### config.mk
export PLATFORM = sky130hd
export DESIGN_NAME = mem_access_stage_flat
export DESIGN_NICKNAME = d
export VERILOG_FILES = /design/src/rtl/mem_access_stage_if.sv /design/src/rtl/mem_access_stage.sv /design/src/flat_wrapper.sv
export SDC_FILE = /design/constraint.sdc
export NUM_CORES = 1
export LEC_CHECK = 0
export BUFFER_PORTS_ARGS = -buffer_cell sky130_fd_sc_hd__buf_4
export CORE_AREA = 2 2 98 100
export CTS_BUF_LIST = sky130_fd_sc_hd__clkbuf_4
export DETAILED_ROUTE_END_ITERATION = 10
export DIE_AREA = 0 0 100 102
export GPL_ROUTABILITY_DRIVEN = 1
export HOLD_SLACK_MARGIN = 0.1
export PLACE_DENSITY_LB_ADDON = 0.05
export SYNTH_ARGS = -nofsm -noshare
export SYNTH_HDL_FRONTEND = slang
export SYNTH_SLANG_ARGS = --single-unit
### constraint.sdc
create_clock -name clk -period 4.2 [get_ports clk]
set_input_delay 0.63 -clock clk [delete_from_list [all_inputs] [get_ports clk]]
set_output_delay 0.63 -clock clk [all_outputs]
set_load 0.05 [all_outputs]
### src/rtl/mem_access_stage_if.sv
// Data-memory handshake bus between the MEM stage (master) and the data memory (slave).
interface mem_access_stage_if;
   logic        dmem_req;
   logic        dmem_we;
   logic [31:0] dmem_addr;
   logic [31:0] dmem_wdata;
   logic [31:0] dmem_rdata;
   logic        dmem_ack;

   modport master (
      output dmem_req, dmem_we, dmem_addr, dmem_wdata,
      input  dmem_rdata, dmem_ack
   );

   modport slave (
      input  dmem_req, dmem_we, dmem_addr, dmem_wdata,
      output dmem_rdata, dmem_ack
   );
endinterface

### src/rtl/mem_access_stage.sv
// MEM pipeline stage: data-memory access over req/ack with stall, timeout and
// alignment abort, producing the MEM/WB register and the branch redirect.
//
// state | meaning
// IDLE  | no access outstanding; zero-wait accesses complete here
// WAIT  | request issued, waiting for ack; counter tracks elapsed wait cycles
module mem_access_stage #(
   parameter int TIMEOUT_CYCLES = 16,
   parameter int CNT_W          = 5
) (
   input  logic                clk,
   input  logic                reset,
   input  logic [31:0]         res,
   input  logic                zero,
   input  logic [31:0]         write_data_ex,
   input  logic [4:0]          write_register,
   input  logic [2:0]          m_MEM,
   input  logic [1:0]          wb_MEM,
   mem_access_stage_if.master  dmem,
   output logic                stall,
   output logic                pc_src,
   output logic [31:0]         read_data_wb,
   output logic [31:0]         alu_res_wb,
   output logic [4:0]          write_register_wb,
   output logic [1:0]          wb_WB,
   output logic                align_error,
   output logic                bus_error
);

   typedef enum logic {IDLE = 1'b0, WAIT = 1'b1} state_t;

   state_t            r_state;
   state_t            w_state_nxt;
   logic [CNT_W-1:0]  r_cnt;
   logic [CNT_W-1:0]  w_cnt_nxt;

   logic        w_mem_op;
   logic        w_load;
   logic        w_misaligned;
   logic        w_timeout_hit;
   logic        w_req;
   logic        w_stall;

   logic [31:0] r_read_data_wb;
   logic [31:0] r_alu_res_wb;
   logic [4:0]  r_write_register_wb;
   logic [1:0]  r_wb_WB;
   logic        r_align_error;
   logic        r_bus_error;

   // Read+write together is treated as a write, so a load is read without write.
   assign w_mem_op      = m_MEM[0] | m_MEM[1];
   assign w_load        = m_MEM[0] & ~m_MEM[1];
   assign w_misaligned  = w_mem_op & (res[1:0] != 2'b00);
   assign w_timeout_hit = (r_state == WAIT) &
                          (r_cnt == CNT_W'(TIMEOUT_CYCLES - 1)) & ~dmem.dmem_ack;
   assign w_req         = w_mem_op & ~w_misaligned & ~w_timeout_hit;
   assign w_stall       = w_req & ~dmem.dmem_ack;

   assign dmem.dmem_req   = w_req;
   assign dmem.dmem_we    = m_MEM[1];
   assign dmem.dmem_addr  = res;
   assign dmem.dmem_wdata = write_data_ex;

   assign stall  = w_stall;
   assign pc_src = m_MEM[2] & zero;

   always_ff @(posedge clk) begin
      if (reset) begin
         r_state <= IDLE;
         r_cnt   <= '0;
      end else begin
         r_state <= w_state_nxt;
         r_cnt   <= w_cnt_nxt;
      end
   end

   always_comb begin
      w_state_nxt = r_state;
      w_cnt_nxt   = r_cnt;
      case (r_state)
         IDLE: begin
            if (w_req && !dmem.dmem_ack) begin
               w_state_nxt = WAIT;
               w_cnt_nxt   = '0;
            end
         end
         WAIT: begin
            // A dropped request can only come from illegal mid-wait stimulus; recover to IDLE.
            if (dmem.dmem_ack || w_timeout_hit || !w_req) begin
               w_state_nxt = IDLE;
               w_cnt_nxt   = '0;
            end else begin
               w_cnt_nxt = r_cnt + 1'b1;
            end
         end
         default: begin
            w_state_nxt = IDLE;
            w_cnt_nxt   = '0;
         end
      endcase
   end

   always_ff @(posedge clk) begin
      if (reset) begin
         r_read_data_wb      <= '0;
         r_alu_res_wb        <= '0;
         r_write_register_wb <= '0;
         r_wb_WB             <= '0;
         r_align_error       <= 1'b0;
         r_bus_error         <= 1'b0;
      end else begin
         r_align_error <= 1'b0;
         r_bus_error   <= 1'b0;
         if (w_stall) begin
            r_wb_WB <= '0;
         end else if (w_misaligned || w_timeout_hit) begin
            // Aborted access: squash writeback but keep the ALU result for debug visibility.
            r_wb_WB             <= '0;
            r_alu_res_wb        <= res;
            r_write_register_wb <= write_register;
            r_align_error       <= w_misaligned;
            r_bus_error         <= w_timeout_hit;
         end else begin
            r_wb_WB             <= wb_MEM;
            r_alu_res_wb        <= res;
            r_write_register_wb <= write_register;
            if (w_load && dmem.dmem_ack)
               r_read_data_wb <= dmem.dmem_rdata;
         end
      end
   end

   assign read_data_wb      = r_read_data_wb;
   assign alu_res_wb        = r_alu_res_wb;
   assign write_register_wb = r_write_register_wb;
   assign wb_WB             = r_wb_WB;
   assign align_error       = r_align_error;
   assign bus_error         = r_bus_error;

endmodule

### src/flat_wrapper.sv
// flat-port wrapper written by rule: the top's interface ports become plain ports
module mem_access_stage_flat 
#(
   parameter int TIMEOUT_CYCLES = 16,
   parameter int CNT_W          = 5
)
  (clk, reset, res, zero, write_data_ex, write_register, m_MEM, wb_MEM, stall, pc_src, read_data_wb, alu_res_wb, write_register_wb, wb_WB, align_error, bus_error, dmem_dmem_req, dmem_dmem_we, dmem_dmem_addr, dmem_dmem_wdata, dmem_dmem_rdata, dmem_dmem_ack);
  mem_access_stage_if dmem_i ();
  input  logic clk;
  input  logic reset;
  input  logic [31:0] res;
  input  logic zero;
  input  logic [31:0] write_data_ex;
  input  logic [4:0] write_register;
  input  logic [2:0] m_MEM;
  input  logic [1:0] wb_MEM;
  output logic stall;
  output logic pc_src;
  output logic [31:0] read_data_wb;
  output logic [31:0] alu_res_wb;
  output logic [4:0] write_register_wb;
  output logic [1:0] wb_WB;
  output logic align_error;
  output logic bus_error;
  output wire logic [$bits(dmem_i.dmem_req)-1:0] dmem_dmem_req;
  output wire logic [$bits(dmem_i.dmem_we)-1:0] dmem_dmem_we;
  output wire logic [$bits(dmem_i.dmem_addr)-1:0] dmem_dmem_addr;
  output wire logic [$bits(dmem_i.dmem_wdata)-1:0] dmem_dmem_wdata;
  input wire logic [$bits(dmem_i.dmem_rdata)-1:0] dmem_dmem_rdata;
  input wire logic [$bits(dmem_i.dmem_ack)-1:0] dmem_dmem_ack;
  assign dmem_dmem_req = dmem_i.dmem_req;
  assign dmem_dmem_we = dmem_i.dmem_we;
  assign dmem_dmem_addr = dmem_i.dmem_addr;
  assign dmem_dmem_wdata = dmem_i.dmem_wdata;
  assign dmem_i.dmem_rdata = dmem_dmem_rdata;
  assign dmem_i.dmem_ack = dmem_dmem_ack;
  mem_access_stage #(.TIMEOUT_CYCLES(TIMEOUT_CYCLES), .CNT_W(CNT_W)) u_core (.clk(clk), .reset(reset), .res(res), .zero(zero), .write_data_ex(write_data_ex), .write_register(write_register), .m_MEM(m_MEM), .wb_MEM(wb_MEM), .dmem(dmem_i), .stall(stall), .pc_src(pc_src), .read_data_wb(read_data_wb), .alu_res_wb(alu_res_wb), .write_register_wb(write_register_wb), .wb_WB(wb_WB), .align_error(align_error), .bus_error(bus_error));
endmodule
Word-level counts from Yosys, hierarchy flattened
Cells that the tools add are included.
- word-level logic and storage cells: 44
- input port bits: 110
- output and inout port bits: 141
- flip-flop bits (word level): 79
- bitwise operators: 16
- add/sub/neg operators: 1
- reductions and logical operators: 11
- equal/unequal tests: 2
- multiplexer cells: 6
- operator list (kind ; count):
    2-to-1 mux 5 bit ; 2
    one-hot mux 5 bit (2 select lines) ; 1
    AND 1 bit ; 8
    inverter 1 bit ; 7
    OR reduction 3 bit ; 2
    adder 5 x 1 -> 5 bit (second input constant) ; 1
    == test 5 x 4 -> 1 bit (second input constant) ; 1
    logical OR 1 bit ; 3
    AND reduction 3 bit ; 1
    logical AND 1 bit ; 2
    zero test 1 bit ; 2
    2-to-1 mux 1 bit ; 2
    != test 2 x 1 -> 1 bit (second input constant) ; 1
    one-hot mux 1 bit (2 select lines) ; 1
    nonzero test 2 bit ; 1
    bitwise OR 1 bit ; 1

Depth between registers and ports, before layout
- depth in word-level cells: 9
- depth in mapped cells: 10
- depth with buffers taken out: 8

Least setup slack after synthesis
No wires, ideal clock.
- path kind: register to output
- start point: register u_core.r_cnt[0]
- end point: output port dmem_dmem_req
- data required time: 3.570 ns
- cell stages (with the launch flop): 7
- arrival time: 2.103 ns
- setup slack: 1.467 ns
- buffers on the path: 0
- cell sequence: dfxtp_1 > ha_1 > and3_1 > ha_1 > nand2_1 > nor2_1 > nor3_1
- cells in the longest elaborated chain, start to end: 5
- RTL lines (element ; line ; RTL):
    start: declaration ; mem_access_stage.sv:34 ; logic [CNT_W-1:0] r_cnt;
    start signal: assignment ; mem_access_stage.sv:74 ; r_cnt <= w_cnt_nxt;
    == test 5 x 4 -> 1 bit ; mem_access_stage.sv:56 ; (r_cnt == CNT_W'(TIMEOUT_CYCLES - 1)) & ~dmem.dmem_ack;
    AND 1 bit ; mem_access_stage.sv:55 ; assign w_timeout_hit = (r_state == WAIT) &
    AND 1 bit ; mem_access_stage.sv:56 ;
    inverter 1 bit ; mem_access_stage.sv:57 ; assign w_req = w_mem_op & ~w_misaligned & ~w_timeout_hit;
    AND 1 bit ; mem_access_stage.sv:57 ;
    end: declaration ; flat_wrapper.sv:25 ; output wire logic [$bits(dmem_i.dmem_req)-1:0] dmem_dmem_req;
No other way between the ends.

Worst setup path in the final report
- start point: register u_core.r_cnt[0]
- end point: output port stall
- cells in the longest elaborated chain, start to end: 6
- RTL lines (element ; line ; RTL):
    == test 5 x 4 -> 1 bit ; mem_access_stage.sv:56 ;
    AND 1 bit ; mem_access_stage.sv:55 ;
    AND 1 bit ; mem_access_stage.sv:56 ;
    inverter 1 bit ; mem_access_stage.sv:57 ;
    AND 1 bit ; mem_access_stage.sv:57 ;
    AND 1 bit ; mem_access_stage.sv:58 ; assign w_stall = w_req & ~dmem.dmem_ack;
    end: declaration ; flat_wrapper.sv:17 ; output logic stall;
No other way between the ends.

==> results.md <==
- In this run, post-CTS repair resized a total of 0 instances.
- The flow ran to the end, and the final reports show no timing, DRC or antenna violations.
- The die outline height is 102 µm.
- Of the synthesized area, sequential elements account for 47.8%.
- Detailed placement ended at an HPWL of 5910 µm.
- The analysis attributes to cell leakage a power of 2.03 nW.
- The CTS tree is done.
- The most frequent cell after synthesis is nand2_1.
- The peak fanout along the critical path is 39.
- The path type of the worst min-delay path is input port to flop.
- Cells with a size suffix above 1 make up 38.6% of the layout.
- The switching share of total power is 31.2%.
- The area growth from synthesis to layout is 32.9%.
- The number of nets with antenna violations after routing is 0.
- The startpoint of the tightest hold check path is dmem_dmem_ack.
- The setup violation total in the final timing report is 0.
- The number of global-route vias before repair was 2589.
- The worst clock skew is 0.0139 ns.
- After synthesis the netlist holds a flip-flop and latch count of 79.
- Sorting the synthesized cells by area gives the leading types as dfxtp_1, nand2_1, buf_4.
- The data arrival time of the critical path is 2.97 ns.
- The H-tree generated during clock tree synthesis spans 3 levels.
- For the worst-skew pair, the clock arrives at the later sink with an insertion delay of 0.40 ns.
- The number of nets in the layout is 640.
- Internal power comes to 1.09 mW.
- During synthesis, Yosys emitted a total of 0 warnings.
- The number of buffers added on ports is 186.
- For this design the total switching power over the nets is 0.492 mW.
- The combined global-route utilization of all metal layers is 15.7%.
- The startpoint-to-endpoint class of the critical path is flop to output port.
- The I/O pin total is 251.
- The sequential cell area is 0.00158 mm².
- Ranked by instance count, the synthesized netlist is headed by nand2_1, dfxtp_1, a21oi_1.
- The final count of hold timing violations is 0.
- The number of flops mapped to enable cells by yosys is 0.
- The total number of clock tree sinks is 79.
- The share of the clock period used by the worst path is 85.7%.
- Before CTS, the worst setup slack after placement is 0.943 ns.
- The repair_antennas step left the layout with diodes totalling 0.
- For this block, the initial DRC count from the detailed router was 121.
- The required time reported for the critical path endpoint is 3.57 ns.
- The maximum VDD drop is 0.158 mV.
- The region available for standard cell placement spans 0.00911 mm².
- In the routed layout, each cell is associated on average with a via count of 4.59.
- Of the total power, the clock network draws 27.6%.
- The gate count of the mapped netlist is 419.
- For this run, design rule violations remaining after detail routing come to 0.
- The buffer cell driving the clock tree root is clkbuf_4.
- Setup repair after global routing left no endpoint under its margin.
- The wire length after detailed routing is 8280 µm.
- The tightest hold margin is 0.437 ns.
- The post-CTS repair timing setup buffer count is 0.
- The number of max-slew violations in the final report is 0.
- The critical path startpoint category is a flop.
- The number of clock buffers inserted by TritonCTS is 9.
- The post-layout worst setup margin is 0.602 ns.
- The origin of the worst setup path is u_core.r_cnt[0].
- Across the run, the number of max-cap violations was 0.
- The first global-routing pass estimated 12800 µm of wire.
- The count of unique library cells instantiated by Yosys is 27.
- Per report_power, the sequential group accounts for 50.0% of the total.
- The flip-flop cell with the highest count after synthesis is dfxtp_1.
- The detailed router placed 2954 vias in this run.
- The total overflow reported by the global router is 0.
- The worst path needs 3.60 ns of the cycle, external delays included.
- Headroom to the max-slew limit came out at 22.1%.
- The routed wirelength normalized by instance count is 12.9 µm.
- The initial cell density of the core is 36.3%.
- The critical register-to-register path startpoint is u_core.r_cnt[0].
- The power density normalized to cell area is 359 mW/mm².
- The fmax is 0.278 GHz.
- The initial antenna violation count is 0.
- STA classifies the critical path endpoint as an output port.
- The share of power burned in combinational logic is 22.4%.
- The area share of the largest cell type after synthesis is 47.8%.
- The biggest area consumer among synthesized cells is dfxtp_1.
- The congestion estimate from routability-driven global placement came to 0.716.
- The area of combinational cells with multiple inputs is 0.00113 mm².
- The synthesized area per cell is 7.89 µm².
- In this run the cell area of the synthesized design comes to 0.00331 mm².
- The number of standard-cell rows in the floorplan is 35.
- The number of iterations in the first detailed-routing pass is 4.
- The number of hold-repair buffers added at the cts stage is 0.
- The die area is 0.0102 mm².
- At the pin with the least slew margin, the transition time is 1.17 ns.
- The horizontal die dimension is 100 µm.
- After clock tree synthesis, the clock-pin slew on the worst setup and hold paths is 0.12 ns.
- The sum of negative setup slack is 0 ns.
- The clock passes through at most 2 buffers.
- The number of fill cells in the layout is 914.
- The post-synth net total is 531.
- Counting flops with an async set or reset pin after synthesis yields a share of 0%.
- The largest net degree at the start of global routing is 79.
## per-layer routing
layer | global-route usage, % | routed length (µm) | up-vias
li1 | - | - | 1507
met3 | 6.84 | 933 | 8
met2 | 24.2 | 3710 | 143
met4 | 6.32 | 90 | 0
met1 | 19.5 | 3550 | 1296
met5 | 0 | 0 | -
## cells in the final DEF (no fill, tap or decap), drive strengths merged
cell type and count:
a21oi 70, a22oi 1, a31oi 3, and2 1
and3 1, buf 186, bufinv 1, clkbuf 11
clkinv 4, dfxtp 79, ha 2, inv 5
mux2i 1, nand2 139, nand3 2, nand3b 2
nand4 1, nor2 13, nor3 5, nor4 1
or2 2, or3 1, or3b 1, or4 1
## worst max-delay path: stages, from the launching register on
cell and delay [ns]:
dfxtp_1 0.35, ha_1 0.22, and3_1 0.19, ha_1 0.18, nand2_1 0.13, nand4_4 0.45
inv_2 0.71, buf_4 0.32
## power groups by stage
stage                     clock [mW]  combinational, mW  sequential, mW
after floorplan                    0              0.224           0.900
after global placement             0              0.356           0.806
after detailed placement           0              0.357           0.807
after CTS                      0.460              0.358           0.790
after global routing           0.498              0.374           0.794
final                          0.435              0.354           0.790
## flip-flops by register name, indices dropped and copies added, names as in the netlist
name,cells
u_core.alu_res_wb,32
u_core.read_data_wb,32
u_core.r_cnt,5
u_core.write_register_wb,5
u_core.wb_WB,2
u_core.align_error,1
u_core.bus_error,1
u_core.r_state,1
## metrics by stage
step	area (µm²)	util, %	power (mW)	instances
6_report	4390	48.2	1.58	644
5_1_grt	4390	48.2	1.67	644
4_1_cts	4390	48.2	1.61	644
3_5_place_dp	4260	46.8	1.16	628
3_3_place_gp	4260	46.8	1.16	628
2_1_floorplan	3310	-	1.12	419
## kinds of logic after synthesis
logic type / after synthesis / synth area share (%)
AOI/OAI and AO/OA: 74 / 11.4
adders and majority gates: 2 / 0.757
buffers and inverters: 93 / 18.3
DFF: 79 / 47.8
muxes: 1 / 0.303
and+or+nand+nor: 170 / 21.4
## area by class of cell
cell class	count	share of cell area, %
inverters	5	0.427
clock buffers	11	1.88
well taps	111	3.16
multi-input cells	247	25.6
flip-flops and latches	79	36.0
repair buffers	186	31.8
clock inverters	5	1.11
## worst paths after layout
| check | endpoint | slack (ns) | depth (start not counted) |
|---|---|---|---|
| max | stall | 0.60 | 7 |
| min | u_core.bus_error | 0.44 | 2 |
| max reg2reg | u_core.wb_WB[0] | 1.55 | 8 |
| min reg2reg | u_core.alu_res_wb[27] | 0.46 | 2 |
(Power assumes the default switching activity.)
